### src/rtl/imem_fetch_window_if.sv
// imem_fetch_window_if: request/window handshake and instruction SRAM read port.
interface imem_fetch_window_if #(
  parameter int DATA_W = 32,
  parameter int WORDS  = 4,
  parameter int ADDR_W = 10
);
  localparam int BYTES = DATA_W / 8;
  logic                      mem_req_b;
  logic [15:0]               expectedBytes;
  logic [DATA_W-1:0]         imem_rdata;
  logic                      imem_ceb;
  logic                      imem_web;
  logic [ADDR_W-1:0]         imem_addr;
  logic                      mem_ack_b;
  logic [WORDS*DATA_W-1:0]   instruction_word;
  logic [WORDS*BYTES-1:0]    instruction_valid_bytes;
  logic                      done_reading_memory;
  modport master (
    output mem_req_b, expectedBytes, imem_rdata,
    input  imem_ceb, imem_web, imem_addr, mem_ack_b,
           instruction_word, instruction_valid_bytes, done_reading_memory
  );
  modport slave (
    input  mem_req_b, expectedBytes, imem_rdata,
    output imem_ceb, imem_web, imem_addr, mem_ack_b,
           instruction_word, instruction_valid_bytes, done_reading_memory
  );
endinterface

### src/rtl/imem_fetch_window.sv
// imem_fetch_window: streams pipelined SRAM reads into a WORDS-wide instruction window with a byte-valid mask.
module imem_fetch_window #(
  parameter int DATA_W = 32,
  parameter int WORDS  = 4,
  parameter int ADDR_W = 10
) (
  input logic                clk,
  input logic                resetB,
  input logic                restart_b,
  imem_fetch_window_if.slave bus
);
  localparam int BYTES = DATA_W / 8;
  localparam int WB    = WORDS * BYTES;
  localparam int WW    = WORDS * DATA_W;
  localparam int SW    = WORDS > 1 ? $clog2(WORDS) : 1;
  localparam int NB    = $clog2(BYTES + 1);
  typedef enum logic [2:0] {IDLE, ISSUE, DRAIN, ACK, WAIT_REL, DONE} state_t;
  state_t            state, state_n;
  logic              ceb, ceb_n, ack, ack_n, done, done_n, cap_vld, cap_vld_n, req_q;
  logic [ADDR_W-1:0] addr, addr_n;
  logic [WW-1:0]     win, win_n;
  logic [WB-1:0]     mask, mask_n;
  logic [16:0]       cnt, cnt_n, e17, inc, sat, rem;
  logic [15:0]       e_q, e_n;
  logic [SW-1:0]     left, left_n, cap_slot, cap_slot_n;
  logic [NB-1:0]     cap_nb, cap_nb_n, nb;
  logic [BYTES-1:0]  ones;
  assign ones = '1;
  assign e17  = {1'b0, e_q};
  assign inc  = cnt + 17'(BYTES);
  assign sat  = inc > e17 ? e17 : inc;
  assign rem  = e17 - cnt;
  assign nb   = rem >= 17'(BYTES) ? NB'(BYTES) : rem[NB-1:0];
  // Slots count down so slot WORDS-1 (word 0 of the window) lands in the MSBs.
  always_comb begin
    state_n    = state;
    ceb_n      = 1'b1;
    ack_n      = 1'b1;
    done_n     = done;
    addr_n     = addr;
    cnt_n      = cnt;
    e_n        = e_q;
    left_n     = left;
    win_n      = win;
    mask_n     = mask;
    cap_vld_n  = 1'b0;
    cap_slot_n = cap_slot;
    cap_nb_n   = cap_nb;
    if (cap_vld) begin
      win_n[cap_slot*DATA_W +: DATA_W] = bus.imem_rdata;
      mask_n[cap_slot*BYTES +: BYTES]  = ~(ones >> cap_nb);
    end
    case (state)
      IDLE: if (!bus.mem_req_b) begin
        e_n    = bus.expectedBytes;
        win_n  = '0;
        mask_n = '0;
        if (cnt >= {1'b0, bus.expectedBytes}) begin
          done_n  = 1'b1;
          ack_n   = 1'b0;
          state_n = DONE;
        end else begin
          ceb_n   = 1'b0;
          left_n  = SW'(WORDS - 1);
          state_n = ISSUE;
        end
      end
      ISSUE: begin
        cap_vld_n  = 1'b1;
        cap_slot_n = left;
        cap_nb_n   = nb;
        addr_n     = addr + ADDR_W'(1);
        cnt_n      = sat;
        left_n     = left - SW'(1);
        if (left != '0 && sat < e17) ceb_n = 1'b0;
        else state_n = DRAIN;
      end
      DRAIN: begin
        ack_n   = 1'b0;
        done_n  = cnt >= e17;
        state_n = ACK;
      end
      ACK: state_n = WAIT_REL;
      WAIT_REL: if (bus.mem_req_b) state_n = done ? DONE : IDLE;
      // Only a fresh falling edge of the request earns another (empty) ack.
      DONE: if (!bus.mem_req_b && req_q) begin
        ack_n  = 1'b0;
        win_n  = '0;
        mask_n = '0;
      end
      default: state_n = IDLE;
    endcase
  end
  always_ff @(posedge clk) begin
    if (!resetB || !restart_b) begin
      state    <= IDLE;
      ceb      <= 1'b1;
      ack      <= 1'b1;
      done     <= 1'b0;
      addr     <= '0;
      cnt      <= '0;
      e_q      <= '0;
      left     <= '0;
      win      <= '0;
      mask     <= '0;
      cap_vld  <= 1'b0;
      cap_slot <= '0;
      cap_nb   <= '0;
      req_q    <= 1'b1;
    end else begin
      state    <= state_n;
      ceb      <= ceb_n;
      ack      <= ack_n;
      done     <= done_n;
      addr     <= addr_n;
      cnt      <= cnt_n;
      e_q      <= e_n;
      left     <= left_n;
      win      <= win_n;
      mask     <= mask_n;
      cap_vld  <= cap_vld_n;
      cap_slot <= cap_slot_n;
      cap_nb   <= cap_nb_n;
      req_q    <= bus.mem_req_b;
    end
  end
  assign bus.imem_ceb                = ceb;
  assign bus.imem_web                = 1'b1;
  assign bus.imem_addr               = addr;
  assign bus.mem_ack_b               = ack;
  assign bus.instruction_word        = win;
  assign bus.instruction_valid_bytes = mask;
  assign bus.done_reading_memory     = done;
endmodule

### src/flat_wrapper.sv
// flat-port wrapper written by rule: the top's interface ports become plain ports
module imem_fetch_window_flat 
#(
  parameter int DATA_W = 32,
  parameter int WORDS  = 4,
  parameter int ADDR_W = 10
)
  (clk, resetB, restart_b, bus_mem_req_b, bus_expectedBytes, bus_imem_rdata, bus_imem_ceb, bus_imem_web, bus_imem_addr, bus_mem_ack_b, bus_instruction_word, bus_instruction_valid_bytes, bus_done_reading_memory);
  imem_fetch_window_if #(.DATA_W(DATA_W), .WORDS(WORDS), .ADDR_W(ADDR_W)) bus_i ();
  input logic clk;
  input logic resetB;
  input logic restart_b;
  input wire logic [$bits(bus_i.mem_req_b)-1:0] bus_mem_req_b;
  input wire logic [$bits(bus_i.expectedBytes)-1:0] bus_expectedBytes;
  input wire logic [$bits(bus_i.imem_rdata)-1:0] bus_imem_rdata;
  output wire logic [$bits(bus_i.imem_ceb)-1:0] bus_imem_ceb;
  output wire logic [$bits(bus_i.imem_web)-1:0] bus_imem_web;
  output wire logic [$bits(bus_i.imem_addr)-1:0] bus_imem_addr;
  output wire logic [$bits(bus_i.mem_ack_b)-1:0] bus_mem_ack_b;
  output wire logic [$bits(bus_i.instruction_word)-1:0] bus_instruction_word;
  output wire logic [$bits(bus_i.instruction_valid_bytes)-1:0] bus_instruction_valid_bytes;
  output wire logic [$bits(bus_i.done_reading_memory)-1:0] bus_done_reading_memory;
  assign bus_i.mem_req_b = bus_mem_req_b;
  assign bus_i.expectedBytes = bus_expectedBytes;
  assign bus_i.imem_rdata = bus_imem_rdata;
  assign bus_imem_ceb = bus_i.imem_ceb;
  assign bus_imem_web = bus_i.imem_web;
  assign bus_imem_addr = bus_i.imem_addr;
  assign bus_mem_ack_b = bus_i.mem_ack_b;
  assign bus_instruction_word = bus_i.instruction_word;
  assign bus_instruction_valid_bytes = bus_i.instruction_valid_bytes;
  assign bus_done_reading_memory = bus_i.done_reading_memory;
  imem_fetch_window #(.DATA_W(DATA_W), .WORDS(WORDS), .ADDR_W(ADDR_W)) u_core (.clk(clk), .resetB(resetB), .restart_b(restart_b), .bus(bus_i));
endmodule
### config.mk
export PLATFORM = sky130hd
export DESIGN_NAME = imem_fetch_window_flat
export DESIGN_NICKNAME = d
export VERILOG_FILES = /design/src/rtl/imem_fetch_window_if.sv /design/src/rtl/imem_fetch_window.sv /design/src/flat_wrapper.sv
export SDC_FILE = /design/constraint.sdc
export NUM_CORES = 1
export LEC_CHECK = 0
export ABC_AREA = 1
export CAP_MARGIN = 20
export CORE_UTILIZATION = 52
export CTS_CLUSTER_DIAMETER = 60
export DETAILED_ROUTE_END_ITERATION = 10
export PLACE_DENSITY = 0.81
export SLEW_MARGIN = 25
export SYNTH_ARGS = -nofsm -noshare
export SYNTH_HDL_FRONTEND = slang
export SYNTH_SLANG_ARGS = --single-unit
### constraint.sdc
create_clock -name clk -period 4.9 [get_ports clk]
set_input_delay 1.47 -clock clk [delete_from_list [all_inputs] [get_ports clk]]
set_output_delay 1.47 -clock clk [all_outputs]
set_load 0.02 [all_outputs]
==> flow_metrics.tcl, run 1 <==
set metrics [dict create \
    die-area_mm2 0.01969 \
    cts_tree "built" \
    synth_top_area_share_pct 40.64 \
    max-slew-margin-rel_pct 38.22 \
    max_freq_mhz 225.3 \
    area_delta_synth_final_pct 30.95 \
    cts_made_buffers 23 \
    final_util_pct 69.65 \
    netlist.top_cell.by_area "dfxtp_1" \
    io_pins 210 \
    core_mm2 0.01871 \
    cts_setup_buffers 0 \
    grt_max_degree 52 \
    r2r-end "u_core.state[0]" \
    final.setup.tns_ps 0 \
    reg2reg_from "u_core.cnt[2]" \
    grt_overflow 0 \
    initial_core_util_pct 53.19 \
    hold_ws_ps 460.7 \
    dpl_worst_slack_ps 400.2 \
    tightest_slew_ps 919.8 \
    track_usage_pct 30.03 \
    async_flop_share_pct 0 \
    reg2reg_depth 24 \
    synth_cells 1330 \
    core.rowCount 50 \
    grt_pass1_vias 9350 \
    peakVddDrop_mv 0.2837 \
    cp-start-kind "register" \
    finalHoldViolations 0 \
    worstPathRequired_ps 5340 \
    root_buffer "clkbuf_16" \
    fin_crit_ps 4438 \
    finalSetupViolCount 0 \
    dp_hpwl_mm 21.09 \
    vias 9818 \
    die_w_um 140.3 \
    hold_buffers 0 \
    p_per_area_mw_per_mm2 304.1 \
    fin_nets 1642 \
    final_common_cell "nand2_1" \
    finalWorstSetupSlack_ps 462.3 \
    avgSynthCellArea_um2 7.481 \
    cts_sinks 202 \
    ys_warn_count 0 \
    clkTransAtPathRegs_ps 60 \
    cp_max_fo 17 \
    drv_cap 0 \
    leakage_nw 5.007 \
    netlist_top_cells_area "dfxtp_1, ha_1, nand2_1" \
    clockBufferDepth 3 \
    hold_class "register to register" \
    crit_path_max_incr_delay_ps 360 \
    drive_gt1_share_pct 5.993 \
    rrSetupSlack_ps 460 \
    drt_first_pass_iters 5 \
    avgRoutedWirePerCell_um 16.84 \
    synth_top_flop_cell "dfxtp_1" \
    route.detailed.drc 0 \
    crit_buf_inv 3 \
    worstPathCellList "inv_1 -> nor3_4 -> nand4_1 -> nor2_1 -> nand2_1 -> nor3_1 -> xor2_1 -> inv_1 -> ha_1 -> nor4b_1 -> nand3_2 -> nand2_8 -> nor2_1 -> a21oi_1 -> ha_1 -> and3_1 -> nand4_1 -> a21oi_1 -> a2111oi_1 -> buf_4 -> nand3_2 -> nand3_1 -> nand2_1 -> nor2_1" \
    rsz0062_at_grt "no" \
    num-fill-cells 1493 \
    min_from "u_core.bus.imem_addr[9]" \
    grt_pass1_wl_mm 47.60 \
    antenna_found_initial 0 \
    insertion_delay_ps 520 \
    final_cell_mix "nand2_1, nor2_1, clkdlybuf4s50_1" \
    synth_edf_count 0 \
    syn_area_mm2 0.009950 \
    maxSlewViolCount 0 \
    gp_congestion 0.9435 \
    ys_ff_latch 202 \
    cp.arrival_ps 4880 \
    syn_nets 1454 \
    clock_skew_ps 14.86 \
    criticalPathCategory "register to register" \
    worst_setup_path_end_kind "register" \
    path_delay_family "simple AND/OR/NAND/NOR gates" \
    drtAntennaViolNets 0 \
    htree_levels 1 \
    drt_iter0_drc 812 \
    portBuffers 208 \
    worstHoldPathCells 1 \
    antenna_cells 0 \
    crit_slowest_cell "dfxtp_1" \
    seq_area_frac_synth_pct 40.64 \
    drt-vias-per-instance 5.550 \
    hold_end "u_core.bus.imem_addr[9]" \
    fin_crit_sh_pct 90.57 \
    synth_cell_types 47 \
    outcome "finished, final reports clean" \
    die_height_um 140.3 \
    routed_wirelength_mm 29.79 \
    critPathMostFrequentCell "nor2_1" \
]
==> power by group <==
| group | switching (mW) | internal [mW] | total [mW] |
|---|---|---|---|
| clock | 0.701 | 1.08 | 1.78 |
| combinational | 0.319 | 0.191 | 0.510 |
| sequential | 0.0138 | 1.66 | 1.67 |
| total | 1.03 | 2.93 | 3.96 |
==> layout make-up <==
cell class / count / area (µm²) / area share, %
repair buffers: 226 / 2217 / 17.02
flip-flops and latches: 202 / 4044 / 31.04
multi-input cells: 946 / 5228 / 40.12
clock inverters: 10 / 118.9 / 0.9123
inverters: 119 / 449.2 / 3.448
well taps: 234 / 292.8 / 2.247
clock buffers: 32 / 679.4 / 5.215
==> metrics by stage <==
stage	power, mW	instance area (µm²)	instances
floorplan	2.059	9950	1330
global placement	2.184	12200	1726
detailed placement	2.192	12200	1726
CTS	3.960	13000	1768
global route	4.103	13030	1769
finish	3.963	13030	1769
==> Yosys cell counts, drive strengths merged, types with 4 or more instances <==
cell    count
nor2      222
o21a        5
xor2       16
o21ai      74
buf        15
a21oi     156
a32oi       4
inv       118
nor3       14
a21o        4
a22oi      66
dfxtp     202
clkbuf     49
nand2     231
xnor2       8
nand3      30
ha         71
nor4        4
nand4      21
==> repair_timing <==
| action | in CTS | in global routing |
|---|---|---|
| endpoints found under the hold margin | 0 | 0 |
| resized for setup | 0 | 4 |
| endpoints found under the setup margin | 0 | 4 |
==> worst register-to-register path, stage by stage (launching register included) <==
cell and delay, ps:
dfxtp_1 360, inv_1 130, nor3_4 280, nand4_1 200, nor2_1 130, nand2_1 90
nor3_1 170, xor2_1 200, inv_1 60, ha_1 280, nor4b_1 300, nand3_2 250
nand2_8 200, nor2_1 60, a21oi_1 190, ha_1 280, and3_1 210, nand4_1 100
a21oi_1 60, a2111oi_1 260, buf_4 190, nand3_2 100, nand3_1 110, nand2_1 50
nor2_1 100
==> flip-flops by register name, summed over array words and instances (netlist names), 2 cells and up <==
register and count:
u_core.left 2, u_core.bus.instruction_valid_bytes 16, u_core.cnt 17, u_core.bus.imem_addr 10
u_core.cap_slot 2, u_core.e_q 16, u_core.bus.instruction_word 128, u_core.cap_nb 3
u_core.state 3
==> layer usage <==
layer	track usage (%)	wire (µm)
met4	13.24	1262
met1	36.93	12370
met3	4.239	2064
met5	0	0
met2	52.24	14100
==> logic make-up after synthesis <==
kind of cell	after synthesis	share of synthesized area [%]
flops	202	40.64
other cells	1	0.03769
fa+ha+maj	72	9.130
buf+inv	183	7.281
xor+xnor	24	2.113
simple gates	529	21.89
compound gates	319	18.90
==> worst max path at each step <==
stage	from	endpoint	slack [ps]	cells past startpoint
2_1_floorplan	u_core.cnt[2]	u_core.state[2]	1030	22
3_3_place_gp	u_core.cnt[2]	u_core.state[0]	510	24
3_5_place_dp	u_core.cnt[2]	u_core.state[0]	400	24
4_1_cts	u_core.cnt[2]	u_core.state[0]	370	24
5_1_grt	u_core.cnt[2]	u_core.state[0]	50	24
6_report	u_core.cnt[2]	u_core.state[0]	460	24
No activity file was read; power rests on OpenSTA's default activity.
==> run 2: changes to the inputs <==
--- a/config.mk
+++ b/config.mk
@@ -7,10 +7,14 @@
 export LEC_CHECK = 0
 export ABC_AREA = 1
 export CAP_MARGIN = 20
-export CORE_UTILIZATION = 52
+export CELL_PAD_IN_SITES_DETAIL_PLACEMENT = 0
+export CELL_PAD_IN_SITES_GLOBAL_PLACEMENT = 2
+export CORE_MARGIN = 4
+export CORE_UTILIZATION = 29
 export CTS_CLUSTER_DIAMETER = 60
 export DETAILED_ROUTE_END_ITERATION = 10
-export PLACE_DENSITY = 0.81
+export HOLD_SLACK_MARGIN = 0.02
+export PLACE_DENSITY_LB_ADDON = 0.1
 export SLEW_MARGIN = 25
 export SYNTH_ARGS = -nofsm -noshare
 export SYNTH_HDL_FRONTEND = slang
==> run 2 against run 1 <==
- cell area grew 3.5%
- clock power grew 16%
- clock-buffer cell count grew 13
- via count shrank 3.8%
- largest cell class unchanged
- largest power group unchanged
==> flow_metrics.tcl, run 2 (synthesis gave the netlist of run 1 again) <==
set metrics [dict create \
    outcome "finished, final reports clean" \
    dpl_worst_slack_ps 246.2 \
    rrSetupSlack_ps 380 \
    p_per_area_mw_per_mm2 315.2 \
    root_buffer "clkbuf_16" \
    fin_crit_sh_pct 92.15 \
    fin_crit_ps 4516 \
    drtAntennaViolNets 0 \
    finalSetupViolCount 0 \
    grt_pass1_vias 9278 \
    final_cell_mix "nand2_1, nor2_1, clkdlybuf4s50_1" \
    gp_congestion 0.8079 \
    track_usage_pct 17.56 \
    largest_reg_flops 128 \
    cts_sinks 202 \
    cp.arrival_ps 4990 \
    leakage_nw 5.087 \
    grt_max_degree 94 \
    grt_pass1_wl_mm 53.79 \
    min_from "u_core.bus.imem_addr[9]" \
    die_w_um 193.2 \
    r2r-end "u_core.state[0]" \
    criticalPathCategory "register to register" \
    drt_first_pass_iters 5 \
    antenna_cells 0 \
    insertion_delay_ps 540 \
    reg2reg_depth 24 \
    maxSlewViolCount 0 \
    worst_setup_path_end_kind "register" \
    reg2reg_from "u_core.cnt[2]" \
    setup.worst_path.start "u_core.cnt[2]" \
    fin_nets 1648 \
    cts_setup_buffers 0 \
    clockBufferDepth 3 \
    final_util_pct 40.02 \
    avgRoutedWirePerCell_um 17.25 \
    cp-start-kind "register" \
    route.detailed.drc 0 \
    io_pins 210 \
    drive_gt1_share_pct 6.019 \
    drt_iter0_drc 418 \
    vias 9449 \
    portBuffers 208 \
    max-slew-margin-rel_pct 28.59 \
    cts_tree "built" \
    peakVddDrop_mv 0.2308 \
    final_common_cell "nand2_1" \
    worstHoldPathCells 1 \
    finalWorstSetupSlack_ps 384.4 \
    cts_made_buffers 28 \
    htree_levels 1 \
    worstPathRequired_ps 5370 \
    die_height_um 193.2 \
    grt_overflow 0 \
    die-area_mm2 0.03734 \
    final.setup.tns_ps 0 \
    initial_core_util_pct 29.52 \
    cp_max_fo 17 \
    clkTransAtPathRegs_ps 50 \
    antenna_found_initial 0 \
    drv_cap 0 \
    hold_end "u_core.bus.imem_addr[9]" \
    routed_wirelength_mm 34.38 \
    dp_hpwl_mm 24.56 \
    clock_skew_ps 15.64 \
    drt-vias-per-instance 4.741 \
    finalHoldViolations 0 \
    core_mm2 0.03370 \
    area_delta_synth_final_pct 35.56 \
    max_freq_mhz 221.5 \
    rsz0062_at_grt "no" \
    core.rowCount 67 \
    tightest_slew_ps 1069 \
    hold_class "register to register" \
]
[run 2: worst max-delay path by stage]
stage                                  to  cells past startpoint
after floorplan           u_core.state[2]                     22
after global placement    u_core.state[2]                     23
after detailed placement  u_core.state[0]                     24
after CTS                 u_core.state[0]                     24
after global routing      u_core.state[0]                     25
final                     u_core.state[0]                     24
[run 2: through the flow]
step           instance area (µm²)  std cells  hold WS (ps)  power, mW
2_1_floorplan                 9950       1330         444.4      2.059
3_3_place_gp                 12460       1938         433.0      2.221
3_5_place_dp                 12490       1940         444.5      2.217
4_1_cts                      13420       1991         454.2      4.309
5_1_grt                      13490       1993         477.2      4.460
6_report                     13490       1993         448.2      4.252
[run 2: what timing repair did]
action                                  CTS  global route
endpoints found under the setup margin    0             4
hold buffers                              0             0
resized for setup                         0             4
[run 2: cell type report]
cell class | instances | area [µm²]
clock buffers | 45 | 825.8
clock inverters | 6 | 111.4
fillers | 3560 | 20210
inverters | 119 | 449.2
multi-input cells | 946 | 5238
flip-flops and latches | 202 | 4044
well taps | 448 | 560.5
repair buffers | 227 | 2260
[run 2: worst max-delay path, cell delays in order (launching register included)]
cell and delay (ps):
dfxtp_1 360, inv_1 140, nor3_4 280, nand4_1 190, nor2_1 140, nand2_1 90
nor3_1 220, xor2_1 220, inv_1 60, ha_1 290, nor4b_2 250, nand3_2 250
nand2_8 210, nor2_1 50, a21oi_1 160, ha_1 270, and3_1 210, nand4_1 120
a21oi_1 80, a2111oi_0 300, buf_4 200, nand3_2 90, nand3_1 110, nand2_1 50
nor2_1 90
[run 2: where the power goes]
part / total [mW] / internal [mW] / switching, mW / leakage [nW]
Combinational: 0.523 / 0.192 / 0.330 / 3.01
Clock: 2.06 / 1.30 / 0.757 / 0.451
Sequential: 1.67 / 1.66 / 0.0131 / 1.63
[run 2: per-layer routing]
| layer | GRT usage (%) | vias up | part of all wire, % | wire [µm] |
|---|---|---|---|---|
| li1 | - | 4846 | - | - |
| met1 | 23.99 | 4341 | 48 | 16330 |
| met2 | 29.25 | 216 | 46 | 15720 |
| met3 | 2.557 | 46 | 4.4 | 1527 |
| met4 | 4.563 | 0 | 2.3 | 799 |
| met5 | 0 | - | 0 | 0 |
==> run 3: changes to the inputs <==
--- a/config.mk
+++ b/config.mk
@@ -14,6 +14,7 @@
 export CTS_CLUSTER_DIAMETER = 60
 export DETAILED_ROUTE_END_ITERATION = 10
 export HOLD_SLACK_MARGIN = 0.02
+export MAX_ROUTING_LAYER = met4
 export PLACE_DENSITY_LB_ADDON = 0.1
 export SLEW_MARGIN = 25
 export SYNTH_ARGS = -nofsm -noshare
==> run 3 against run 2 <==
- clock skew barely moved
- setup slack gained 4.4 ps
- clock power hardly changed
- routed wire length hardly changed
- flip-flop and latch count unchanged
- first-iteration DRC count increased by 6.5%
- power hardly changed
- via count is 0.21% higher
- sequential share of layout area unchanged
- critical path type unchanged
- largest cell class unchanged
- largest power group unchanged
==> flow_metrics.tcl, run 3 (synthesis gave the netlist of run 1 again) <==
set metrics [dict create \
    grt_pass1_wl_mm 53.82 \
    tightest_slew_ps 1069 \
    hold_class "register to register" \
    cts_sinks 202 \
    leakage_nw 5.087 \
    crit_buf_inv 3 \
    drt_iter0_drc 445 \
    root_buffer "clkbuf_16" \
    criticalPathCategory "register to register" \
    route.detailed.drc 0 \
    fin_crit_sh_pct 92.07 \
    clockBufferDepth 3 \
    final_cell_mix "nand2_1, nor2_1, clkdlybuf4s50_1" \
    peakVddDrop_mv 0.2310 \
    io_pins 210 \
    dp_hpwl_mm 24.56 \
    max_freq_mhz 221.7 \
    htree_levels 1 \
    initial_core_util_pct 29.52 \
    antenna_found_initial 0 \
    path_delay_family "simple AND/OR/NAND/NOR gates" \
    track_usage_pct 18.08 \
    clkTransAtPathRegs_ps 50 \
    grt_overflow 0 \
    core.rowCount 67 \
    portBuffers 208 \
    cts_setup_buffers 0 \
    stdcell_count 1993 \
    worstPathRequired_ps 5370 \
    finalSetupViolCount 0 \
    die_w_um 193.2 \
    gp_congestion 0.8222 \
    cp_max_fo 17 \
    largest_reg_flops 128 \
    worst_setup_path_end_kind "register" \
    hold_end "u_core.bus.imem_addr[9]" \
    die-area_mm2 0.03734 \
    reg2reg_depth 24 \
    drt-vias-per-instance 4.751 \
    routed_wirelength_mm 34.36 \
    min_from "u_core.bus.imem_addr[9]" \
    maxSlewViolCount 0 \
    hold_ws_ps 447.8 \
    p_per_area_mw_per_mm2 315.4 \
    place_inst 1940 \
    critPathMostFrequentCell "nor2_1" \
    fin_nets 1648 \
    final.setup.tns_ps 0 \
    cp.arrival_ps 4990 \
    grt_max_degree 94 \
    final_common_cell "nand2_1" \
    rrSetupSlack_ps 390 \
    drive_gt1_share_pct 6.019 \
    max-slew-margin-rel_pct 28.59 \
    outcome "finished, final reports clean" \
    worstPathCellList "inv_1 -> nor3_4 -> nand4_1 -> nor2_1 -> nand2_1 -> nor3_1 -> xor2_1 -> inv_1 -> ha_1 -> nor4b_2 -> nand3_2 -> nand2_8 -> nor2_1 -> a21oi_1 -> ha_1 -> and3_1 -> nand4_1 -> a21oi_1 -> a2111oi_0 -> buf_4 -> nand3_2 -> nand3_1 -> nand2_1 -> nor2_1" \
    cp-start-kind "register" \
    r2r-end "u_core.state[0]" \
    finalWorstSetupSlack_ps 388.8 \
    drt_first_pass_iters 5 \
    cts_made_buffers 28 \
    rsz0062_at_grt "no" \
    clock_skew_ps 15.71 \
    final_util_pct 40.02 \
    fin_crit_ps 4511 \
    die_height_um 193.2 \
    num-fill-cells 3560 \
    avgRoutedWirePerCell_um 17.24 \
    drv_cap 0 \
    vias 9469 \
    area_delta_synth_final_pct 35.56 \
    crit_path_max_incr_delay_ps 360 \
    finalHoldViolations 0 \
    grt_pass1_vias 9276 \
    reg2reg_from "u_core.cnt[2]" \
    dpl_worst_slack_ps 246.2 \
    insertion_delay_ps 540 \
    crit_slowest_cell "dfxtp_1" \
    worstHoldPathCells 1 \
    drtAntennaViolNets 0 \
    antenna_cells 0 \
    core_mm2 0.03370 \
    cts_tree "built" \
]
[run 3: cell counts in the layout (fill, tap and decap cells not counted)]
No cell type changed its count.
[run 3: worst max-delay path by stage]
stage | slack (ps) | cells past startpoint | endpoint | startpoint
4_1_cts | 240 | 24 | u_core.state[0] | u_core.cnt[2]
3_5_place_dp | 250 | 24 | u_core.state[0] | u_core.cnt[2]
3_3_place_gp | 290 | 23 | u_core.state[2] | u_core.cnt[2]
5_1_grt | 20 | 25 | u_core.state[0] | u_core.cnt[2]
6_report | 390 | 24 | u_core.state[0] | u_core.cnt[2]
2_1_floorplan | 1030 | 22 | u_core.state[2] | u_core.cnt[2]
[run 3: timing repair]
item,CTS,global route
endpoints found under the setup margin,0,4
resized for setup,0,4
hold buffers,0,0
[run 3: layout make-up]
type	instances	area, µm²	area share, %
multi-input cells	946	5238	38.83
flip-flops and latches	202	4044	29.98
repair buffers	227	2260	16.75
clock buffers	45	825.8	6.122
well taps	448	560.5	4.156
inverters	119	449.2	3.330
clock inverters	6	111.4	0.8256
[run 3: layer usage]
layer	up-vias	global-route usage (%)	part of all wire, %
li1	4846	-	-
met1	4366	24.07	47
met2	213	29.19	46
met3	44	2.540	4.6
met4	0	4.563	2.2
met5	-	-	0
[run 3: stage by stage]
step	total power [mW]	cell area (µm²)
after global routing	4.462	13490
final	4.254	13490
after global placement	2.221	12460
after floorplan	2.059	9950
after detailed placement	2.217	12490
after CTS	4.309	13420
[run 3: power by group]
group / leakage (nW) / switching (mW) / internal (mW) / total (mW)
registers: 1.63 / 0.0131 / 1.66 / 1.67
clock network: 0.451 / 0.759 / 1.30 / 2.06
logic: 3.01 / 0.330 / 0.192 / 0.522
